`config.mk`:
```
export PLATFORM = sky130hd
export DESIGN_NAME = fsm_step_display
export DESIGN_NICKNAME = d
export VERILOG_FILES = /design/src/rtl/fsm_step_display.sv
export SDC_FILE = /design/constraint.sdc
export NUM_CORES = 1
export LEC_CHECK = 0
export ABC_AREA = 1
export BUFFER_PORTS_ARGS = -buffer_cell sky130_fd_sc_hd__buf_4
export CORE_MARGIN = 4
export CORE_UTILIZATION = 40
export CTS_BUF_LIST = sky130_fd_sc_hd__clkbuf_4 sky130_fd_sc_hd__clkbuf_8
export CTS_CLUSTER_DIAMETER = 60
export DETAILED_ROUTE_END_ITERATION = 10
export PLACE_DENSITY = 0.71
export SLEW_MARGIN = 20
export SYNTH_ARGS = -nofsm -noshare
export SYNTH_HDL_FRONTEND = slang
export SYNTH_SLANG_ARGS = --single-unit
export TNS_END_PERCENT = 1
```
`constraint.sdc`:
```
create_clock -name CLOCK_50 -period 3 [get_ports CLOCK_50]
set_clock_uncertainty 0.2 [all_clocks]
set_input_delay 0 -clock CLOCK_50 [delete_from_list [all_inputs] [get_ports CLOCK_50]]
set_output_delay 0 -clock CLOCK_50 [all_outputs]
set_load 0.05 [all_outputs]
```
`src/rtl/fsm_step_display.sv`:
```
// Debounced-pushbutton stepped ring FSM with a scrolling per-digit ASCII message
// and LED echo of the synchronised switches and Z flags.
module fsm_step_display #(
  parameter int NUM_STATES      = 5,
  parameter int NUM_DIGITS      = 4,
  parameter int NUM_SW          = 5,
  parameter int DEBOUNCE_CYCLES = 500000,
  parameter int SCROLL_CYCLES   = 25000000
) (
  input  logic                          CLOCK_50,
  input  logic                          RESET_N,
  input  logic                          KEY0,
  input  logic [NUM_SW-1:0]             SW,
  output logic [$clog2(NUM_STATES)-1:0] STATE,
  output logic [1:0]                    Z,
  output logic [8*NUM_DIGITS-1:0]       CHARS,
  output logic [NUM_SW+1:0]             LED_SW
);

  localparam int STW = $clog2(NUM_STATES);
  localparam int DW  = $clog2(DEBOUNCE_CYCLES);
  localparam int CW  = $clog2(SCROLL_CYCLES + 1);
  localparam int RW  = $clog2(NUM_DIGITS);

  typedef logic [STW-1:0] state_t;
  typedef logic [DW-1:0]  dcnt_t;
  typedef logic [CW-1:0]  scnt_t;
  typedef logic [RW-1:0]  rot_t;

  localparam state_t LAST  = state_t'(NUM_STATES - 1);
  localparam dcnt_t  DLAST = dcnt_t'(DEBOUNCE_CYCLES - 1);
  localparam scnt_t  SLAST = scnt_t'(SCROLL_CYCLES - 1);
  localparam rot_t   RLAST = rot_t'(NUM_DIGITS - 1);

  typedef enum logic [2:0] {
    ACT_NONE,
    ACT_CLEAR,
    ACT_HOLD,
    ACT_FWD,
    ACT_BACK
  } act_t;

  logic [NUM_SW-1:0] sw_meta, sw_sync;
  logic              key_meta, key_sync;
  dcnt_t             dcnt;
  logic              deb, deb_prev, step, armed;
  logic [1:0]        init_sr;
  state_t            state, state_nx;
  logic              z0, z0_nx;
  rot_t              rot, rot_nx;
  scnt_t             scnt, scnt_nx;
  act_t              act;
  logic [7:0]        base [NUM_DIGITS];

  always_ff @(posedge CLOCK_50 or negedge RESET_N) begin
    if (!RESET_N) begin
      sw_meta  <= '0;
      sw_sync  <= '0;
      key_meta <= 1'b1;
      key_sync <= 1'b1;
    end else begin
      sw_meta  <= SW;
      sw_sync  <= sw_meta;
      key_meta <= KEY0;
      key_sync <= key_meta;
    end
  end

  // A press is only honoured once a genuine release has been debounced after
  // reset, so a key held through reset cannot produce a step.
  always_ff @(posedge CLOCK_50 or negedge RESET_N) begin
    if (!RESET_N) begin
      dcnt     <= '0;
      deb      <= 1'b1;
      deb_prev <= 1'b1;
      step     <= 1'b0;
      armed    <= 1'b0;
      init_sr  <= 2'b00;
    end else begin
      init_sr  <= {init_sr[0], 1'b1};
      deb_prev <= deb;
      step     <= armed & deb_prev & ~deb;
      if (init_sr[1] && key_sync && deb) begin
        armed <= 1'b1;
      end
      if (key_sync == deb) begin
        dcnt <= '0;
      end else if (dcnt == DLAST) begin
        deb  <= key_sync;
        dcnt <= '0;
      end else begin
        dcnt <= dcnt + dcnt_t'(1);
      end
    end
  end

  always_comb begin
    act = ACT_NONE;
    if (sw_sync[3]) begin
      act = ACT_CLEAR;
    end else if (step) begin
      if (sw_sync[1])      act = ACT_HOLD;
      else if (sw_sync[0]) act = ACT_FWD;
      else                 act = ACT_BACK;
    end
  end

  always_comb begin
    state_nx = state;
    z0_nx    = z0;
    rot_nx   = rot;
    scnt_nx  = scnt;
    if (act == ACT_CLEAR) begin
      state_nx = '0;
      z0_nx    = 1'b0;
      rot_nx   = '0;
      scnt_nx  = '0;
    end else begin
      if (sw_sync[2]) begin
        if (scnt == SLAST) begin
          scnt_nx = '0;
          rot_nx  = (rot == RLAST) ? '0 : rot + rot_t'(1);
        end else begin
          scnt_nx = scnt + scnt_t'(1);
        end
      end else begin
        scnt_nx = '0;
        rot_nx  = '0;
      end
      case (act)
        ACT_FWD: begin
          state_nx = (state == LAST) ? '0 : state + state_t'(1);
          z0_nx    = (state == LAST);
        end
        ACT_BACK: begin
          state_nx = (state == '0) ? LAST : state - state_t'(1);
          z0_nx    = (state == '0);
        end
        default: ;
      endcase
      // A new state always restarts the message unrotated.
      if (state_nx != state) begin
        rot_nx  = '0;
        scnt_nx = '0;
      end
    end
  end

  always_ff @(posedge CLOCK_50 or negedge RESET_N) begin
    if (!RESET_N) begin
      state <= '0;
      z0    <= 1'b0;
      rot   <= '0;
      scnt  <= '0;
    end else begin
      state <= state_nx;
      z0    <= z0_nx;
      rot   <= rot_nx;
      scnt  <= scnt_nx;
    end
  end

  assign STATE  = state;
  assign Z      = {state == LAST, z0};
  assign LED_SW = {Z, sw_sync};

  // Unrotated message: base[NUM_DIGITS-1] is the leftmost character.
  always_comb begin
    int k;
    k = int'(state);
    for (int i = 0; i < NUM_DIGITS; i++) begin
      base[i] = 8'h20;
    end
    if (state == '0) begin
      base[3] = "I";
      base[2] = "d";
      base[1] = "L";
      base[0] = "E";
    end else begin
      base[3] = "S";
      base[2] = "_";
      base[1] = 8'(48 + k / 10);
      base[0] = 8'(48 + k % 10);
    end
  end

  always_comb begin
    CHARS = '0;
    for (int i = 0; i < NUM_DIGITS; i++) begin
      CHARS[8*i +: 8] = base[rot_t'((i + NUM_DIGITS - int'(rot)) % NUM_DIGITS)];
    end
  end

endmodule

```
### Word level (Yosys, flattened, before mapping)

Index checks and enable logic that the tools add are counted.

| operators by class | value |
|---|---|
| $add $sub $neg | 11 |
| div/mod/pow operators | 2 |
| $lt $le $gt $ge | 4 |
| eq/ne operators | 10 |
| multiplexer cells | 35 |
| bitwise gates (word level) | 8 |
| reduce and logical (&&, ||, !) cells | 5 |

Operator list:

| cell | number |
|---|---|
| $mux W25 | 4 |
| $bmux W8 S2 | 4 |
| $mux W8 | 8 |
| $mux W19 | 2 |
| $div A4 B5 Y32 const B | 1 |
| $mod A4 B5 Y32 const B | 1 |
| $mux W32 | 1 |
| $add A25 B1 Y25 const B | 1 |
| $eq A25 B25 Y1 const B | 1 |
| $mux W3 | 8 |
| $add A19 B1 Y19 const B | 1 |
| $eq A19 B19 Y1 const B | 1 |
| $add A7 B8 Y8 const A | 2 |
| $ge A3 B3 Y1 const B | 4 |
| $not A2 Y3 | 4 |
| $mux W2 | 5 |
| $eq A3 B3 Y1 const B | 2 |
| $pmux W3 S2 | 1 |
| $ne A4 B1 Y1 const B | 1 |
| $sub A1 B2 Y2 const A | 2 |
| $sub A2 B2 Y2 const A | 2 |
| $add A3 B1 Y3 const B | 1 |
| $eq A3 B1 Y1 const B | 1 |
| $eq A3 B2 Y1 const B | 1 |
| other kinds (13) | 16 |

| storage, ports and cells | value |
|---|---|
| flip-flop bits (word level) | 68 |
| bits of input ports | 8 |
| output and inout bits | 44 |
| logic and storage cells | 89 |

### Longest topological paths before layout

Gate-level depths: netlist of run 1.

| logic depth | value |
|---|---|
| word-level depth | 10 |
| depth in mapped cells | 15 |
| gate-level depth less buffers | 14 |

### Worst setup path before layout of run 1

Ideal clock, no wire load.

| timing path | value |
|---|---|
| path kind | flip-flop to output port |
| start | reg state[1] (netlist: STATE[1]) |
| end | out CHARS[11] |
| arrival time | 2.798 ns |
| setup slack | 0.002 ns |
| stages on the path, launching flop included | 6 |
| cells stage by stage | dfrtp_1 > inv_1 > ha_1 > ha_1 > ha_1 > o21ai_0 |

| on the way | value |
|---|---|
| longest elaborated chain between the ends | 6 |

RTL lines:

| what | RTL line | text |
|---|---|---|
| from (decl) | 48 | `state_t state, state_nx;` |
| from (signal assigned) | 156 | `state <= state_nx;` |
| $div A4 B5 Y32 or $mod A4 B5 Y32 (tied branches) | 182, 183 |  |
| $add A7 B8 Y8, on equally long branches | 182, 183 |  |
| $mux W32 * | 174 | `if (state == '0) begin` |
| $bmux W8 S2 * | 190 | `CHARS[8*i +: 8] = base[rot_t'((i + NUM_DIGITS - int'(rot)) % NUM_DIGITS)];` |
| $mux W8 (not written as such) * (2 in a row) | 190 |  |
| to (decl) | 16 | `output logic [8*NUM_DIGITS-1:0] CHARS,` |

Every way passes the cells marked *; elsewhere a longest branch is shown, timed or not. The select of a mux whose other input is x is not followed.

### Worst setup path in the final report of run 1

| timing path | value |
|---|---|
| start | reg state[0] (netlist: STATE[0]) |
| end | reg scnt[23] |

| on the way | value |
|---|---|
| longest elaborated chain between the ends | 7 |

RTL lines:

| what | RTL line | text |
|---|---|---|
| $sub A3 B1 Y3 (tied with other cells) | 136 | `state_nx = (state == '0) ? LAST : state - state_t'(1);` |
| $mux W3, on equally long branches | 136, 132 |  |
| $pmux W3 S2 | 130 | `case (act)` |
| $mux W3 | 113 | `if (act == ACT_CLEAR) begin` |
| $ne A3 B3 Y1 * | 142 | `if (state_nx != state) begin` |
| $mux W25 * | 142 |  |
| $mux W25 * | 113 |  |
| net scnt_nx[23] | 51 | `scnt_t scnt, scnt_nx;` |
| to (signal assigned) | 159 | `scnt <= scnt_nx;` |
| to (decl) | 51 |  |

The timed path passes the listed nets; every way through them passes the cells marked *. The select of a mux whose other input is x is not followed.
A chain may end at the register's enable or synchronous reset.

==> results of run 1 <==
-- logic make-up after synthesis --
| family | synth area share |
|---|---|
| buffers and inverters | 0.09004 |
| multiplexers | 0.002766 |
| flip-flops | 0.4192 |
| adder cells (fa/ha/maj) | 0.03380 |
| other | 0.001845 |
| AND/OR/NAND/NOR | 0.3402 |
| XOR/XNOR | 0.06238 |
| AO/OA/AOI/OAI | 0.04979 |
-- worst register-to-register path, cell delays in order, from the launching register on --
cell and delay, ps:
dfrtp_1 460, inv_1 130, ha_1 280, ha_1 320, inv_2 140, nand2_1 110
nand3_1 110, a21oi_4 160, nand3_4 110, nor2_8 150, nand2_8 230, nor2_1 200
-- through the flow --
stage	hold WS, ps	setup slack (ps)	power, mW
global route	89.98	100.3	2.041
finish	96.60	318.4	1.963
global placement	-91.03	476.7	1.056
detailed placement	-89.62	365.2	1.058
CTS	80.37	335.7	1.994
floorplan	-495.6	2.133	1.027
-- routing by layer --
layer	track usage	up-vias	routed length, µm
li1	-	1649	-
met4	0.05591	0	106
met2	0.2333	106	3872
met3	0.03316	12	488
met1	0.2053	1500	3911
met5	0	-	0
-- power groups by stage --
stage               Sequential, mW  Combinational, mW  Clock, mW
global placement             0.959             0.0972          0
detailed placement           0.960             0.0983          0
CTS                          0.942              0.106      0.946
finish                       0.942              0.103      0.918
floorplan                    0.969             0.0576          0
global route                 0.944              0.116      0.982
-- registers in the layout (all words and copies together) (netlist names) --
name / flops
key_sync: 1
sw_meta: 5
armed: 1
dcnt: 19
deb: 1
init_sr: 2
STATE: 3
scnt: 25
deb_prev: 1
key_meta: 1
rot: 2
z0: 1
sw_sync: 5
step: 1
-- layout make-up --
| class | instances | area [µm²] | area share |
|---|---|---|---|
| clock buffers | 9 | 123.9 | 0.02583 |
| clock inverters | 7 | 122.6 | 0.02557 |
| inverters | 65 | 244.0 | 0.05087 |
| multi-input cells | 346 | 2009 | 0.4190 |
| flip-flops and latches | 68 | 1707 | 0.3559 |
| well taps | 133 | 166.4 | 0.03470 |
| repair buffers | 54 | 422.9 | 0.08818 |
-- worst min-delay path by stage --
stage | startpoint | endpoint | slack [ps]
after floorplan | RESET_N | STATE[0]$_DFF_PN0_ | -500
after global placement | KEY0 | key_meta$_DFF_PN1_ | -90
after detailed placement | KEY0 | key_meta$_DFF_PN1_ | -90
after CTS | SW[0] | sw_meta[0]$_DFF_PN0_ | 80
after global routing | SW[4] | sw_meta[4]$_DFF_PN0_ | 90
final | RESET_N | scnt[16]$_DFF_PN0_ | 100
-- cell usage in the layout (no fill, tap or decap), types with 6 or more instances in the layout --
cell and n:
nor3_1 18, ha_1 11, nand4_1 15, dlygate4sd3_1 7
nand3_2 6, nand3_1 30, nor2_4 21, o21ai_0 15
clkbuf_8 9, inv_1 56, buf_4 47, xor2_1 24
inv_2 8, nor2_1 69, dfrtp_1 64, nand2_1 93
==> flow_metrics.tcl, run 1 <==
set metrics [dict create \
    synth_common_cells "93 x nand2_1, 69 x nor2_1, 64 x dfrtp_1, 56 x inv_1, 30 x nand3_1" \
    rsz0062_at_grt "no" \
    drv_slew 0 \
    post-route-period-util 0.8939 \
    grt_overflow_total 0 \
    grt_max_degree 69 \
    slew_headroom 0.4515 \
    antenna_found_initial 0 \
    synth_top_area_frac 0.3934 \
    drc 0 \
    startpoint "STATE[0]$_DFF_PN0_" \
    max_stage_delay_ps 460 \
    final_net_count 563 \
    peakVddDrop_mv 0.2347 \
    wl_per_cell_um 12.28 \
    initial_core_util 0.4127 \
    synth-async-reset-ratio 1.000 \
    cts-resized-gates 0 \
    io_pins 52 \
    dp_hpwl_um 6288 \
    rows 36 \
    ys.flop_type "dfrtp_1" \
    vias 3267 \
    avgSynthCellArea_um2 8.309 \
    root_buffer "clkbuf_8" \
    finalNonFillerCells 682 \
    coreArea_um2 9864 \
    post_cts_buffers 0 \
    worst_slew_pin_slew_ps 822.7 \
    final_util 0.4862 \
    max_freq_mhz 372.9 \
    cp.required_ps 3060 \
    placed_area_um2 4479 \
    end_kind "flip-flop" \
    area_growth_pct 17.79 \
    synth_seq_area_share 0.4192 \
    wl_um 8378 \
    cts_max_level 3 \
    seqPwrFrac 0.480 \
    detail-route-antenna-nets 0 \
    setup_viol 0 \
    fin_crit_ps 2682 \
    worstSkewPairLatency_ps 340 \
    fillers 916 \
    worst-path-stages 11 \
    ys_warn_count 0 \
    critPathArrivalTime_ps 2740 \
    viasPerCell 4.790 \
    ys_ff_latch 68 \
    drt_iter0_drc 238 \
    hold_violations 0 \
    antenna_cells 0 \
    cap_violations 0 \
    critPathBufInv 2 \
    synth_area_leader_cell "dfrtp_1" \
    io_buffers 47 \
    regToRegSetupSlack_ps 320 \
    tritoncts "built" \
    die_x_um 108.9 \
    worstReg2RegStart "STATE[0]$_DFF_PN0_" \
    synth_edf_count 0 \
    path_cells "inv_1 > ha_1 > ha_1 > inv_2 > nand2_1 > nand3_1 > a21oi_4 > nand3_4 > nor2_8 > nand2_8 > nor2_1" \
    synthDistinctLibCells 37 \
    combPwrFrac 0.052 \
    critPathMostFrequentCell "ha_1" \
    grt_pass1_wl_um 14170 \
    reg2reg_to "scnt[23]$_DFF_PN0_" \
    dpl.cell_count 659 \
    cts_buffer_depth 2 \
    cts_buffers 9 \
    critPathKind "reg -> reg" \
    status "finished, final reports clean" \
    cts_hold_buf 7 \
    internal_power_mw 1.515 \
    fin_area_um2 4796 \
    crit_end "scnt[23]$_DFF_PN0_" \
    die_h_um 108.9 \
    cts.sinks 68 \
    slowest_stage "dfrtp_1" \
    power_switching_uw 448.1 \
    first_pass_iters 6 \
    switching_share 0.2282 \
    leakagePower_nw 2.074 \
    synth_area_leaders "dfrtp_1 39%, nand2_1 8.6%, nor2_1 6.4%" \
    cp-start-kind "flip-flop" \
    p_clk_frac 0.468 \
    finalSetupTns_ps 0 \
    grt_pass1_vias 3061 \
    power_density_nw_per_um2 409.4 \
    die-area_um2 11860 \
    syn_area_um2 4071 \
    critical_path_peak_fanout 25 \
    grt_util_all_layers 0.1502 \
    drive_above_1_share 0.2149 \
    hold_class "in -> async" \
    place.gp.congestion 0.9464 \
    synth.most_common_cell "nand2_1" \
    worst_r2r_path_depth 11 \
    path_clk_slew_ps 80 \
    synthCells 490 \
    cp_top_family "simple AND/OR/NAND/NOR gates" \
]
No activity file was read; power rests on OpenSTA's default activity.
==> run 2: changes to the inputs <==
Settings changed: CORE_UTILIZATION 40 to 54, PLACE_DENSITY 0.71 to unset, PLACE_DENSITY_LB_ADDON set to 0.1.
==> run 2 against run 1 <==
Combinational power about the same. Sequential power about the same. Critical path type unchanged. Largest power group unchanged. Register-to-register slack improved by 30 ps. Worst setup slack improved by 29 ps. Highest routed layer unchanged. Worst hold slack worse by 7.0 ps. Sequential share of layout area is 0.43 points higher. Critical path depth unchanged.
==> flow_metrics.tcl, run 2 (synthesis gave the netlist of run 1 again) <==
set metrics [dict create \
    status "finished, final reports clean" \
    worstSkewPairLatency_ps 340 \
    hold_class "in -> async" \
    reg2reg_to "scnt[22]$_DFF_PN0_" \
    peakVddDrop_mv 0.2415 \
    finalNonFillerCells 648 \
    worstReg2RegStart "STATE[0]$_DFF_PN0_" \
    final_common_cell "nand2_1" \
    finalSetupTns_ps 0 \
    viasPerCell 5.099 \
    wl_met1_um 3889 \
    final_net_count 563 \
    cts_max_level 3 \
    regMostFlops "scnt" \
    antenna_found_initial 0 \
    power_density_nw_per_um2 403.1 \
    coreArea_um2 7292 \
    post-route-period-util 0.8842 \
    initial_core_util 0.5583 \
    die_x_um 94.83 \
    power_switching_uw 454.4 \
    grt_pass1_wl_um 14370 \
    critPathKind "reg -> reg" \
    seqPwrFrac 0.493 \
    final_util 0.6498 \
    critPathArrivalTime_ps 2720 \
    post_cts_buffers 0 \
    largest_reg_flops 25 \
    rsz0062_at_grt "no" \
    setup_viol 0 \
    io_buffers 47 \
    drt_iter0_drc 181 \
    fin_crit_ps 2653 \
    switching_share 0.2379 \
    end_kind "flip-flop" \
    internal_power_mw 1.456 \
    antenna_cells 0 \
    dpl.cell_count 625 \
    root_buffer "clkbuf_8" \
    cts.sinks 68 \
    reg_top3 "scnt x25, dcnt x19" \
    slew_headroom 0.4388 \
    dp_hpwl_um 6178 \
    leakagePower_nw 2.071 \
    cp.required_ps 3070 \
    io_pins 52 \
    regToRegSetupSlack_ps 350 \
    grt_util_all_layers 0.2030 \
    most-common-layout-cells "93 x nand2_1, 69 x nor2_1, 64 x dfrtp_1" \
    startpoint "STATE[0]$_DFF_PN0_" \
    vias 3304 \
    dr_wl_met2_um 3754 \
    highest_layer "met4" \
    critical_path_peak_fanout 25 \
    dr_wl_met3_um 546 \
    drc 0 \
    worst_r2r_path_depth 11 \
    worst_slew_pin_slew_ps 841.9 \
    tritoncts "built" \
    rows 31 \
    whs_ps 89.64 \
    place.gp.congestion 0.8969 \
    area_growth_pct 16.38 \
    cts_buffer_depth 2 \
    drive_above_1_share 0.2149 \
    cap_violations 0 \
    combPwrFrac 0.054 \
    die_h_um 94.83 \
    hold_violations 0 \
    grt_max_degree 69 \
    first_pass_iters 4 \
    fillers 632 \
    max_freq_mhz 377.0 \
    path_clk_slew_ps 70 \
    die-area_um2 8993 \
    wl_um 8302 \
    grt_pass1_vias 3148 \
    cp-start-kind "flip-flop" \
    cts_buffers 9 \
    drv_slew 0 \
    detail-route-antenna-nets 0 \
    grt_overflow_total 0 \
    wl_per_cell_um 12.81 \
    crit_end "scnt[22]$_DFF_PN0_" \
    p_clk_frac 0.453 \
]
-- run 2: worst min-delay path by stage --
stage,start,endpoint,cells past startpoint
detailed placement,KEY0,key_meta$_DFF_PN1_,1
finish,RESET_N,z0$_DFFE_PN0P_,2
global placement,KEY0,key_meta$_DFF_PN1_,1
global route,SW[2],sw_meta[2]$_DFF_PN0_,2
CTS,KEY0,key_meta$_DFF_PN1_,2
floorplan,RESET_N,STATE[0]$_DFF_PN0_,0
-- run 2: layout make-up --
class	count	area [µm²]	area share
Clock buffer	10	137.6	0.02905
Clock inverter	6	93.84	0.01980
Inverter	65	244.0	0.05149
Multi-Input combinational cell	346	2009	0.4241
Sequential cell	68	1707	0.3602
Tap cell	99	123.9	0.02614
Timing Repair Buffer	54	422.9	0.08925
-- run 2: timing repair --
| item | 4_1_cts | 5_1_grt |
|---|---|---|
| gates resized for setup | 0 | 0 |
| hold buffers | 7 | 0 |
| hold endpoints to repair | 70 | 0 |
-- run 2: layer usage --
metal  up-vias  GRT usage
met5         -          0
met2        90     0.3124
met3        10    0.04701
met4         0    0.07212
li1       1647          -
met1      1557     0.2809
-- run 2: power by group through the flow --
stage / sequential [mW] / combinational, mW / clock [mW]
global route: 0.943 / 0.115 / 0.917
detailed placement: 0.959 / 0.0983 / 0
floorplan: 0.969 / 0.0576 / 0
CTS: 0.941 / 0.106 / 0.884
global placement: 0.958 / 0.0970 / 0
finish: 0.941 / 0.104 / 0.865
-- run 2: worst max-delay path, stage by stage, from the launching register on --
cell	delay, ps
dfrtp_1	440
inv_1	120
ha_1	270
ha_1	320
inv_2	140
nand2_1	110
nand3_1	130
a21oi_4	180
nand3_4	110
nor2_8	150
nand2_8	230
nor2_1	160
-- run 2: per-stage QoR --
stage	worst slack (ps)	power (mW)	cell area [µm²]
after CTS	327.8	1.931	4738
after global placement	444.5	1.055	4437
final	347.3	1.910	4738
after detailed placement	322.6	1.057	4437
after global routing	103.8	1.975	4738
after floorplan	2.133	1.027	4083
==> run 3: changes to the inputs <==
Settings changed: CORE_UTILIZATION 54 to 25.
==> run 3 against run 2 <==
Largest cell class unchanged. Design area grew 3.1%. Clock power grew 2.7%. Count of clock-buffer cells in the layout is 2 higher. Sequential cell count unchanged. Fmax is 1.4% lower. Largest power group unchanged.
==> flow_metrics.tcl, run 3 (synthesis gave the netlist of run 1 again) <==
set metrics [dict create \
    largest_reg_flops 25 \
    vias 3209 \
    tritoncts "built" \
    initial_core_util 0.2554 \
    final_net_count 563 \
    first_pass_iters 4 \
    grt_overflow_total 0 \
    cts_buffers 9 \
    rsz0062_at_grt "no" \
    drv_slew 0 \
    grt_util_all_layers 0.1104 \
    status "finished, final reports clean" \
    coreArea_um2 15940 \
    power_density_nw_per_um2 396.0 \
    die_h_um 135.6 \
    critical_path_peak_fanout 25 \
    viasPerCell 4.195 \
    max_freq_mhz 371.9 \
    final_common_cell "nand2_1" \
    end_kind "flip-flop" \
    post_cts_buffers 0 \
    hold_class "in -> reg" \
    die_x_um 135.6 \
    critPathKind "reg -> reg" \
    max_stage_delay_ps 450 \
    worst_slew_pin_slew_ps 887.7 \
    grt_pass1_vias 3305 \
    grt_pass1_wl_um 16080 \
    drive_above_1_share 0.2149 \
    finalSetupTns_ps 0 \
    cts-resized-gates 0 \
    detail-route-antenna-nets 0 \
    cts_max_level 3 \
    final_util 0.3064 \
    drt_iter0_drc 115 \
    grt_max_degree 69 \
    use_met2 0.1784 \
    worstSkewPairLatency_ps 360 \
    antenna_found_initial 0 \
    most-common-layout-cells "93 x nand2_1, 69 x nor2_1, 64 x dfrtp_1" \
    die-area_um2 18390 \
    setup_viol 0 \
    path_clk_slew_ps 80 \
    peakVddDrop_mv 0.1415 \
    critPathArrivalTime_ps 2770 \
    hold_violations 0 \
    power_mw 1.934 \
    dp_hpwl_um 6923 \
    antenna_cells 0 \
    cap_violations 0 \
    root_buffer "clkbuf_8" \
    post-route-period-util 0.8964 \
    cp.required_ps 3090 \
    leakagePower_nw 2.073 \
    use_met3 0.02972 \
    fin_crit_ps 2689 \
    io_buffers 47 \
    reg_top3 "scnt x25, dcnt x19" \
    wl_per_cell_um 12.22 \
    slowest_stage "dfrtp_1" \
    rows 46 \
    fin_ws_ps 310.9 \
    slew_headroom 0.4082 \
    cts.sinks 68 \
    critPathMostFrequentCell "ha_1" \
    place_ws_ps 275.2 \
    grt_util_met1 0.1384 \
    regMostFlops "scnt" \
    drc 0 \
    wl_um 9345 \
    cts_buffer_depth 2 \
    cp-start-kind "flip-flop" \
    area_growth_pct 19.98 \
    io_pins 52 \
    place.gp.congestion 0.8917 \
    grt_busiest_layer "met2" \
    path_cells "inv_1 > ha_1 > ha_1 > inv_2 > nand2_1 > nand3_1 > a21oi_4 > nand3_4 > nor2_8 > nand2_8 > nor2_1" \
]
## run 3: changes by cell type in the layout (fill, tap and decap cells not counted), sizes merged
cell / previous run / this run
inv: 66 / 64
clkbuf: 10 / 12
## run 3: where the power goes
part	switching (mW)	internal, mW
registers	0.0103	0.931
clock network	0.367	0.521
logic	0.0778	0.0264
total	0.455	1.48
## run 3: path summary, 6_finish.rpt
kind | from | end | slack (ps) | cells past startpoint
max in group asynchronous | RESET_N | scnt[6]$_DFF_PN0_ | 1920 | 2
max reg2reg | STATE[1]$_DFF_PN0_ | scnt[24]$_DFF_PN0_ | 310 | 11
min in group asynchronous | RESET_N | scnt[17]$_DFF_PN0_ | 110 | 2
max | STATE[1]$_DFF_PN0_ | scnt[24]$_DFF_PN0_ | 310 | 11
min reg2reg | sw_meta[2]$_DFF_PN0_ | sw_sync[2]$_DFF_PN0_ | 150 | 0
min | SW[1] | sw_meta[1]$_DFF_PN0_ | 90 | 2
## run 3: through the flow
step	hold WS, ps	cell area (µm²)	instances
after floorplan	-495.6	4083	493
after global placement	-90.26	4583	742
after detailed placement	-89.51	4583	742
after CTS	56.91	4885	765
after global routing	71.82	4885	765
final	85.18	4885	765
## run 3: layout make-up
cell class              count  area, µm²
clock buffers              12      158.9
clock inverters             4      72.57
flip-flops and latches     68       1707
well taps                 216      270.3
repair buffers             54      422.9
fillers                  1725      11060
inverters                  65      244.0
multi-input cells         346       2009
## run 3: per-layer routing
layer | vias to the layer above | wire [µm]
met5 | - | 0
met4 | 0 | 218
met3 | 18 | 458
met2 | 60 | 4340
met1 | 1479 | 4328
li1 | 1652 | -
## run 3: timing repair
| item | CTS | global route |
|---|---|---|
| hold buffers | 7 | 0 |
| endpoints found under the hold margin | 70 | 0 |
| setup endpoints to repair | 0 | 0 |
## run 3: worst max-delay path: cells and delay by family (launching register included)
kind / cells / cell delay [ps]
and+or+nand+nor: 6 / 920
adders and majority gates: 2 / 600
DFF: 1 / 450
buffers and inverters: 2 / 270
AOI/OAI and AO/OA: 1 / 160
